## src/rtl/cordic_sched_if.sv

```systemverilog
// Requester and result channels of cordic_sched.
// Handshake rule for every channel: a transfer happens on a rising clock edge where valid and ready are both high.
interface cordic_sched_if;
  logic        req0_valid;
  logic        req0_ready;
  logic [31:0] req0_x;
  logic [31:0] req0_y;
  logic        req1_valid;
  logic        req1_ready;
  logic [31:0] req1_x;
  logic [31:0] req1_y;
  logic        res_valid;
  logic        res_ready;
  logic        res_id;
  logic        res_err;
  logic [31:0] res_mod;
  logic [31:0] res_angle;

  modport slave (
    input  req0_valid, req0_x, req0_y,
    output req0_ready,
    input  req1_valid, req1_x, req1_y,
    output req1_ready,
    output res_valid, res_id, res_err, res_mod, res_angle,
    input  res_ready
  );

  modport master (
    output req0_valid, req0_x, req0_y,
    input  req0_ready,
    output req1_valid, req1_x, req1_y,
    input  req1_ready,
    input  res_valid, res_id, res_err, res_mod, res_angle,
    output res_ready
  );
endinterface

```

## src/rtl/cordic_sched.sv

```systemverilog
// Round-robin sequencer sharing one rec2pol CORDIC between two requesters:
// accepts one job at a time, runs start + NITER enable cycles, returns the tagged result.
module cordic_sched #(
  parameter int unsigned NITER = 32,            // legal 1..63, counter is 6 bits
  parameter logic [31:0] XMAX  = 32'h7FFE_FFFF
) (
  input  logic           clock,
  input  logic           reset,
  cordic_sched_if.slave  bus,
  output logic           busy,
  output logic           cordic_start,
  output logic           cordic_enable,
  output logic [31:0]    cordic_x,
  output logic [31:0]    cordic_y,
  input  logic [31:0]    cordic_mod,
  input  logic [31:0]    cordic_angle,
  output logic [1:0]     dbg_state
);

  typedef enum logic [1:0] {
    S_IDLE  = 2'd0,
    S_START = 2'd1,
    S_ITER  = 2'd2,
    S_DONE  = 2'd3
  } state_t;

  localparam logic [5:0] CNT_LOAD = 6'(NITER - 1);

  state_t      state_q, state_d;
  logic [5:0]  cnt_q, cnt_d;
  logic        last_grant_q, last_grant_d;
  logic [31:0] x_q, x_d;
  logic [31:0] y_q, y_d;
  logic        id_q, id_d;
  logic        err_q, err_d;
  logic [31:0] mod_q, mod_d;
  logic [31:0] angle_q, angle_d;
  logic        start_q, start_d;
  logic        enable_q, enable_d;
  logic        valid_q, valid_d;
  logic        busy_q, busy_d;

  logic        grant;
  logic        ready0;
  logic        ready1;
  logic        accept;
  logic [31:0] x_sel;
  logic [31:0] y_sel;
  logic        x_bad;

  // Arbitration: on a tie the requester that was not served last wins.
  always_comb begin
    grant  = 1'b0;
    ready0 = 1'b0;
    ready1 = 1'b0;
    if (bus.req0_valid && bus.req1_valid) begin
      grant = ~last_grant_q;
    end else begin
      grant = bus.req1_valid;
    end
    // Gated by reset so both readies read 0 while reset is held.
    ready0 = reset && (state_q == S_IDLE) && bus.req0_valid && !grant;
    ready1 = reset && (state_q == S_IDLE) && bus.req1_valid &&  grant;
  end

  assign accept = ready0 || ready1;
  assign x_sel  = grant ? bus.req1_x : bus.req0_x;
  assign y_sel  = grant ? bus.req1_y : bus.req0_y;
  assign x_bad  = ($signed(x_sel) < 0) || (x_sel > XMAX);

  always_comb begin
    state_d      = state_q;
    cnt_d        = cnt_q;
    last_grant_d = last_grant_q;
    x_d          = x_q;
    y_d          = y_q;
    id_d         = id_q;
    err_d        = err_q;
    mod_d        = mod_q;
    angle_d      = angle_q;

    case (state_q)
      S_IDLE: begin
        if (accept) begin
          x_d          = x_sel;
          y_d          = y_sel;
          id_d         = grant;
          last_grant_d = grant;
          if (x_bad) begin
            // Rejected jobs never touch the CORDIC.
            err_d   = 1'b1;
            mod_d   = '0;
            angle_d = '0;
            state_d = S_DONE;
          end else begin
            err_d   = 1'b0;
            state_d = S_START;
          end
        end
      end
      S_START: begin
        cnt_d   = CNT_LOAD;
        state_d = S_ITER;
      end
      S_ITER: begin
        if (cnt_q == 6'd0) begin
          mod_d   = cordic_mod;
          angle_d = cordic_angle;
          err_d   = 1'b0;
          state_d = S_DONE;
        end else begin
          cnt_d = cnt_q - 6'd1;
        end
      end
      S_DONE: begin
        if (bus.res_ready) begin
          state_d = S_IDLE;
        end
      end
      default: state_d = S_IDLE;
    endcase

    // Control outputs are registered copies of the next-state decode.
    start_d  = (state_d == S_START);
    enable_d = (state_d == S_START) || (state_d == S_ITER);
    valid_d  = (state_d == S_DONE);
    busy_d   = (state_d != S_IDLE);
  end

  always_ff @(posedge clock or negedge reset) begin
    if (!reset) begin
      state_q      <= S_IDLE;
      cnt_q        <= '0;
      last_grant_q <= 1'b1;
      x_q          <= '0;
      y_q          <= '0;
      id_q         <= 1'b0;
      err_q        <= 1'b0;
      mod_q        <= '0;
      angle_q      <= '0;
      start_q      <= 1'b0;
      enable_q     <= 1'b0;
      valid_q      <= 1'b0;
      busy_q       <= 1'b0;
    end else begin
      state_q      <= state_d;
      cnt_q        <= cnt_d;
      last_grant_q <= last_grant_d;
      x_q          <= x_d;
      y_q          <= y_d;
      id_q         <= id_d;
      err_q        <= err_d;
      mod_q        <= mod_d;
      angle_q      <= angle_d;
      start_q      <= start_d;
      enable_q     <= enable_d;
      valid_q      <= valid_d;
      busy_q       <= busy_d;
    end
  end

  assign bus.req0_ready = ready0;
  assign bus.req1_ready = ready1;
  assign bus.res_valid  = valid_q;
  assign bus.res_id     = id_q;
  assign bus.res_err    = err_q;
  assign bus.res_mod    = mod_q;
  assign bus.res_angle  = angle_q;
  assign busy           = busy_q;
  assign cordic_start   = start_q;
  assign cordic_enable  = enable_q;
  assign cordic_x       = x_q;
  assign cordic_y       = y_q;
  assign dbg_state      = state_q;

endmodule

```

## src/flat_wrapper.sv

```systemverilog
// flat-port wrapper written by rule: the top's interface ports become plain ports
module cordic_sched_flat 
#(
  parameter int unsigned NITER = 32,                                             
  parameter logic [31:0] XMAX  = 32'h7FFE_FFFF
)
  (clock, reset, busy, cordic_start, cordic_enable, cordic_x, cordic_y, cordic_mod, cordic_angle, dbg_state, bus_req0_valid, bus_req0_x, bus_req0_y, bus_req0_ready, bus_req1_valid, bus_req1_x, bus_req1_y, bus_req1_ready, bus_res_valid, bus_res_id, bus_res_err, bus_res_mod, bus_res_angle, bus_res_ready);
  cordic_sched_if bus_i ();
  input  logic clock;
  input  logic reset;
  output logic busy;
  output logic cordic_start;
  output logic cordic_enable;
  output logic [31:0] cordic_x;
  output logic [31:0] cordic_y;
  input  logic [31:0] cordic_mod;
  input  logic [31:0] cordic_angle;
  output logic [1:0] dbg_state;
  input wire logic [$bits(bus_i.req0_valid)-1:0] bus_req0_valid;
  input wire logic [$bits(bus_i.req0_x)-1:0] bus_req0_x;
  input wire logic [$bits(bus_i.req0_y)-1:0] bus_req0_y;
  output wire logic [$bits(bus_i.req0_ready)-1:0] bus_req0_ready;
  input wire logic [$bits(bus_i.req1_valid)-1:0] bus_req1_valid;
  input wire logic [$bits(bus_i.req1_x)-1:0] bus_req1_x;
  input wire logic [$bits(bus_i.req1_y)-1:0] bus_req1_y;
  output wire logic [$bits(bus_i.req1_ready)-1:0] bus_req1_ready;
  output wire logic [$bits(bus_i.res_valid)-1:0] bus_res_valid;
  output wire logic [$bits(bus_i.res_id)-1:0] bus_res_id;
  output wire logic [$bits(bus_i.res_err)-1:0] bus_res_err;
  output wire logic [$bits(bus_i.res_mod)-1:0] bus_res_mod;
  output wire logic [$bits(bus_i.res_angle)-1:0] bus_res_angle;
  input wire logic [$bits(bus_i.res_ready)-1:0] bus_res_ready;
  assign bus_i.req0_valid = bus_req0_valid;
  assign bus_i.req0_x = bus_req0_x;
  assign bus_i.req0_y = bus_req0_y;
  assign bus_req0_ready = bus_i.req0_ready;
  assign bus_i.req1_valid = bus_req1_valid;
  assign bus_i.req1_x = bus_req1_x;
  assign bus_i.req1_y = bus_req1_y;
  assign bus_req1_ready = bus_i.req1_ready;
  assign bus_res_valid = bus_i.res_valid;
  assign bus_res_id = bus_i.res_id;
  assign bus_res_err = bus_i.res_err;
  assign bus_res_mod = bus_i.res_mod;
  assign bus_res_angle = bus_i.res_angle;
  assign bus_i.res_ready = bus_res_ready;
  cordic_sched #(.NITER(NITER), .XMAX(XMAX)) u_core (.clock(clock), .reset(reset), .bus(bus_i), .busy(busy), .cordic_start(cordic_start), .cordic_enable(cordic_enable), .cordic_x(cordic_x), .cordic_y(cordic_y), .cordic_mod(cordic_mod), .cordic_angle(cordic_angle), .dbg_state(dbg_state));
endmodule
```

## config.mk

```make
export PLATFORM = sky130hd
export DESIGN_NAME = cordic_sched_flat
export DESIGN_NICKNAME = d
export VERILOG_FILES = /design/src/rtl/cordic_sched_if.sv /design/src/rtl/cordic_sched.sv /design/src/flat_wrapper.sv
export SDC_FILE = /design/constraint.sdc
export NUM_CORES = 1
export LEC_CHECK = 0
export BUFFER_PORTS_ARGS = -buffer_cell sky130_fd_sc_hd__buf_2
export CAP_MARGIN = 10
export CORE_ASPECT_RATIO = 1.2
export CORE_MARGIN = 3
export CORE_UTILIZATION = 35
export DETAILED_ROUTE_END_ITERATION = 8
export GPL_TIMING_DRIVEN = 0
export PLACE_DENSITY = 0.69
export REMOVE_ABC_BUFFERS = 1
export SYNTH_ARGS = -nofsm -noshare
export SYNTH_HDL_FRONTEND = slang
export SYNTH_SLANG_ARGS = --single-unit
```

## constraint.sdc

```tcl
create_clock -name clock -period 3 [get_ports clock]
set_input_delay 0 -clock clock [delete_from_list [all_inputs] [get_ports clock]]
set_output_delay 0 -clock clock [all_outputs]
set_load 0.005 [all_outputs]
```

==> flow_metrics.tcl <==
set metrics [dict create \
    met1_usage_pct 24.4 \
    routedWlPerCell_um 17.6 \
    initial_core_util_pct 35.9 \
    area_growth_pct 69.2 \
    async_flop_share_pct 100 \
    cp-start-kind "flop" \
    total_power_uw 9090 \
    nets 1289 \
    grt_pass1_wl_mm 35.5 \
    pwr-share-seq_pct 37.1 \
    clk_latency_ns 0.42 \
    die_y_um 156 \
    cts_tree "yes" \
    grt_use_met3_pct 5.72 \
    pwr_density_cell_mw_per_mm2 820 \
    power.leakage_uw 0.00568 \
    cts_buffers 17 \
    end_kind "flop" \
    vias 6854 \
    ios 335 \
    critPathArrivalTime_ns 3.03 \
    hold_ws_ns 0.0311 \
    first_pass_iters 4 \
    rsz0062_at_grt "no" \
    dieArea_mm2 0.0204 \
    ys_warn_count 0 \
    clock-skew-final_ns 0.0121 \
    vias_per_cell 5.18 \
    final_cells 1324 \
    clockRootBuffer "clkbuf_16" \
    io_buffers 334 \
    drt-initial-drc-count 301 \
    drcViolationCount 0 \
    hpwl_mm 13.8 \
    grt-busiest-layer "met2" \
    clkSlewWorstSetupHoldPaths_ns 0.07 \
    period_needed_ns 2.75 \
    hp-class "primary input to flop" \
    switching_power_uw 2940 \
    wl_mm 23.3 \
    ys_seq_area_share_pct 54.7 \
    synth-edff-count 0 \
    ff_latch_area_mm2 0.00358 \
    layout_worst_path_cycle_share_pct 91.6 \
    clock_sinks 143 \
    cts_buffer_depth 2 \
    layout_common_cells "333 x buf_2, 195 x dlygate4sd3_1, 142 x dfrtp_1" \
    final_core_util_pct 60.7 \
    grt-ovfl-total 0 \
    core_area_mm2 0.0182 \
    grt_use_total_pct 22.0 \
    clock_power_share_pct 25.8 \
    syn_inst 579 \
    max_slew_margin_pct 35.9 \
    grt_max_degree 115 \
    drtAntennaViolNets 0 \
    dpl.cell_count 1097 \
    cp.required_ns 3.29 \
    outcome "complete, no violations" \
    die_width_um 131 \
    yosys-top-cells-area "dfrtp_1 54%, mux2i_1 9.9%, a221o_1 9.2%" \
    grtUsageMet2_pct 38.7 \
    post-synth-top-area-fraction_pct 54.3 \
    swShare_pct 32.4 \
    maxSlewViolCount 0 \
    max_cap_violations 0 \
    fillers 1404 \
    synth_top_cell_by_area "dfrtp_1" \
    syn_avg_cell_area_um2 11.3 \
    p_comb_share_pct 37.1 \
    n_antenna_cell 0 \
    synth_cell_types 40 \
    synthFlopType "dfrtp_1" \
    grt_pass1_vias 7161 \
    rows 54 \
    path_max_fanout 24 \
    ys_ff_latch 143 \
    internal_power_uw 6140 \
    cts-htree-levels 4 \
    gp_congestion 0.753 \
    multi_input_area_mm2 0.00274 \
    hold_viol 0 \
    final_common_cell "buf_2" \
    ir_drop_v 0.000462 \
    crit_type "flop to flop" \
    antenna_found_initial 0 \
    synth_area_mm2 0.00655 \
    fmax_ghz 0.364 \
    drive_gt1_share_pct 35.3 \
    setup_viol 0 \
    tightest_slew_ns 0.959 \
]
-- power groups by stage --
stage	registers [µW]	clock network (µW)	logic (µW)
after floorplan	3410	0	1530
after global placement	3330	0	3000
after detailed placement	3360	0	3020
after CTS	3350	2390	3330
after global routing	3480	2470	3700
final	3370	2340	3370
-- area by class of cell --
type | instances | share of cell area (%)
Clock buffer | 19 | 4.00
Inverter | 3 | 0.102
Timing Repair Buffer | 538 | 34.4
Tap cell | 224 | 2.53
Multi-Input combinational cell | 385 | 24.8
Sequential cell | 143 | 32.3
Clock inverter | 12 | 1.87
-- synthesized netlist by cell type (4+ instances only) --
| master | count |
|---|---|
| a21oi_1 | 5 |
| a221o_1 | 60 |
| a221o_2 | 4 |
| and3_1 | 65 |
| buf_2 | 4 |
| buf_8 | 6 |
| clkbuf_1 | 37 |
| dfrtp_1 | 142 |
| ha_1 | 4 |
| mux2i_1 | 65 |
| nand2_1 | 67 |
| nand4_1 | 6 |
| nor2_1 | 7 |
| nor3_1 | 4 |
| o21ai_0 | 64 |
-- logic make-up after synthesis --
logic type | synth area share, %
and+or+nand+nor | 13.5
AOI/OAI and AO/OA | 16.7
DFF | 54.7
muxes | 9.93
buffers and inverters | 4.15
adders and majority gates | 0.764
xor gates and xnor gates | 0.268
-- final timing paths --
check / from / endpoint / slack, ns / depth (start not counted)
max reg2reg: u_core.last_grant_q$_DFFE_PN1P_ / u_core.cordic_x[1]$_DFFE_PN0P_ / 0.25 / 6
max: u_core.last_grant_q$_DFFE_PN1P_ / u_core.cordic_x[1]$_DFFE_PN0P_ / 0.25 / 6
min reg2reg: u_core.cordic_x[7]$_DFFE_PN0P_ / u_core.cordic_x[7]$_DFFE_PN0P_ / 0.47 / 2
max in group asynchronous: reset / u_core.cordic_x[3]$_DFFE_PN0P_ / 2.50 / 3
min: bus_res_ready / u_core.dbg_state[0]$_DFF_PN0_ / 0.03 / 3
min in group asynchronous: reset / u_core.bus.res_mod[16]$_DFFE_PN0P_ / 0.15 / 3
-- registers in the layout, indices dropped and copies added, names as in the netlist, 2 cells and up --
name,cells
u_core.bus.res_angle,32
u_core.bus.res_mod,32
u_core.cordic_x,32
u_core.cordic_y,32
u_core.cnt_q,6
u_core.dbg_state,2
-- layer usage --
| metal | share of wire, % | up-vias | wire, µm |
|---|---|---|---|
| li1 | - | 3191 | - |
| met1 | 38 | 3269 | 8870 |
| met2 | 52 | 307 | 12000 |
| met3 | 5.8 | 87 | 1350 |
| met4 | 4.5 | 0 | 1040 |
| met5 | 0 | - | 0 |
-- worst max-delay path, stage by stage (launching register included) --
cell and delay [ns]:
dfstp_2 0.39, a21boi_4 0.74, buf_12 0.30, buf_12 0.23, mux2i_1 0.25, dlygate4sd3_1 0.60
o21ai_0 0.07
-- timing repair --
item,in CTS,in global routing
buffers inserted,0,0
resized for setup,0,1
setup endpoints to repair,0,2
hold buffers,196,0
hold endpoints to repair,198,0
-- through the flow --
step,TNS [ns],cell area [µm²],setup slack (ns)
final,0,11100,0.253
after global routing,0,11100,0.000387
after CTS,0,11100,0.171
after detailed placement,-0.743,8440,-0.194
after global placement,-662.32,8240,-5.53
after floorplan,-407.91,6290,-3.41
Power figures use the tool's default switching activity.
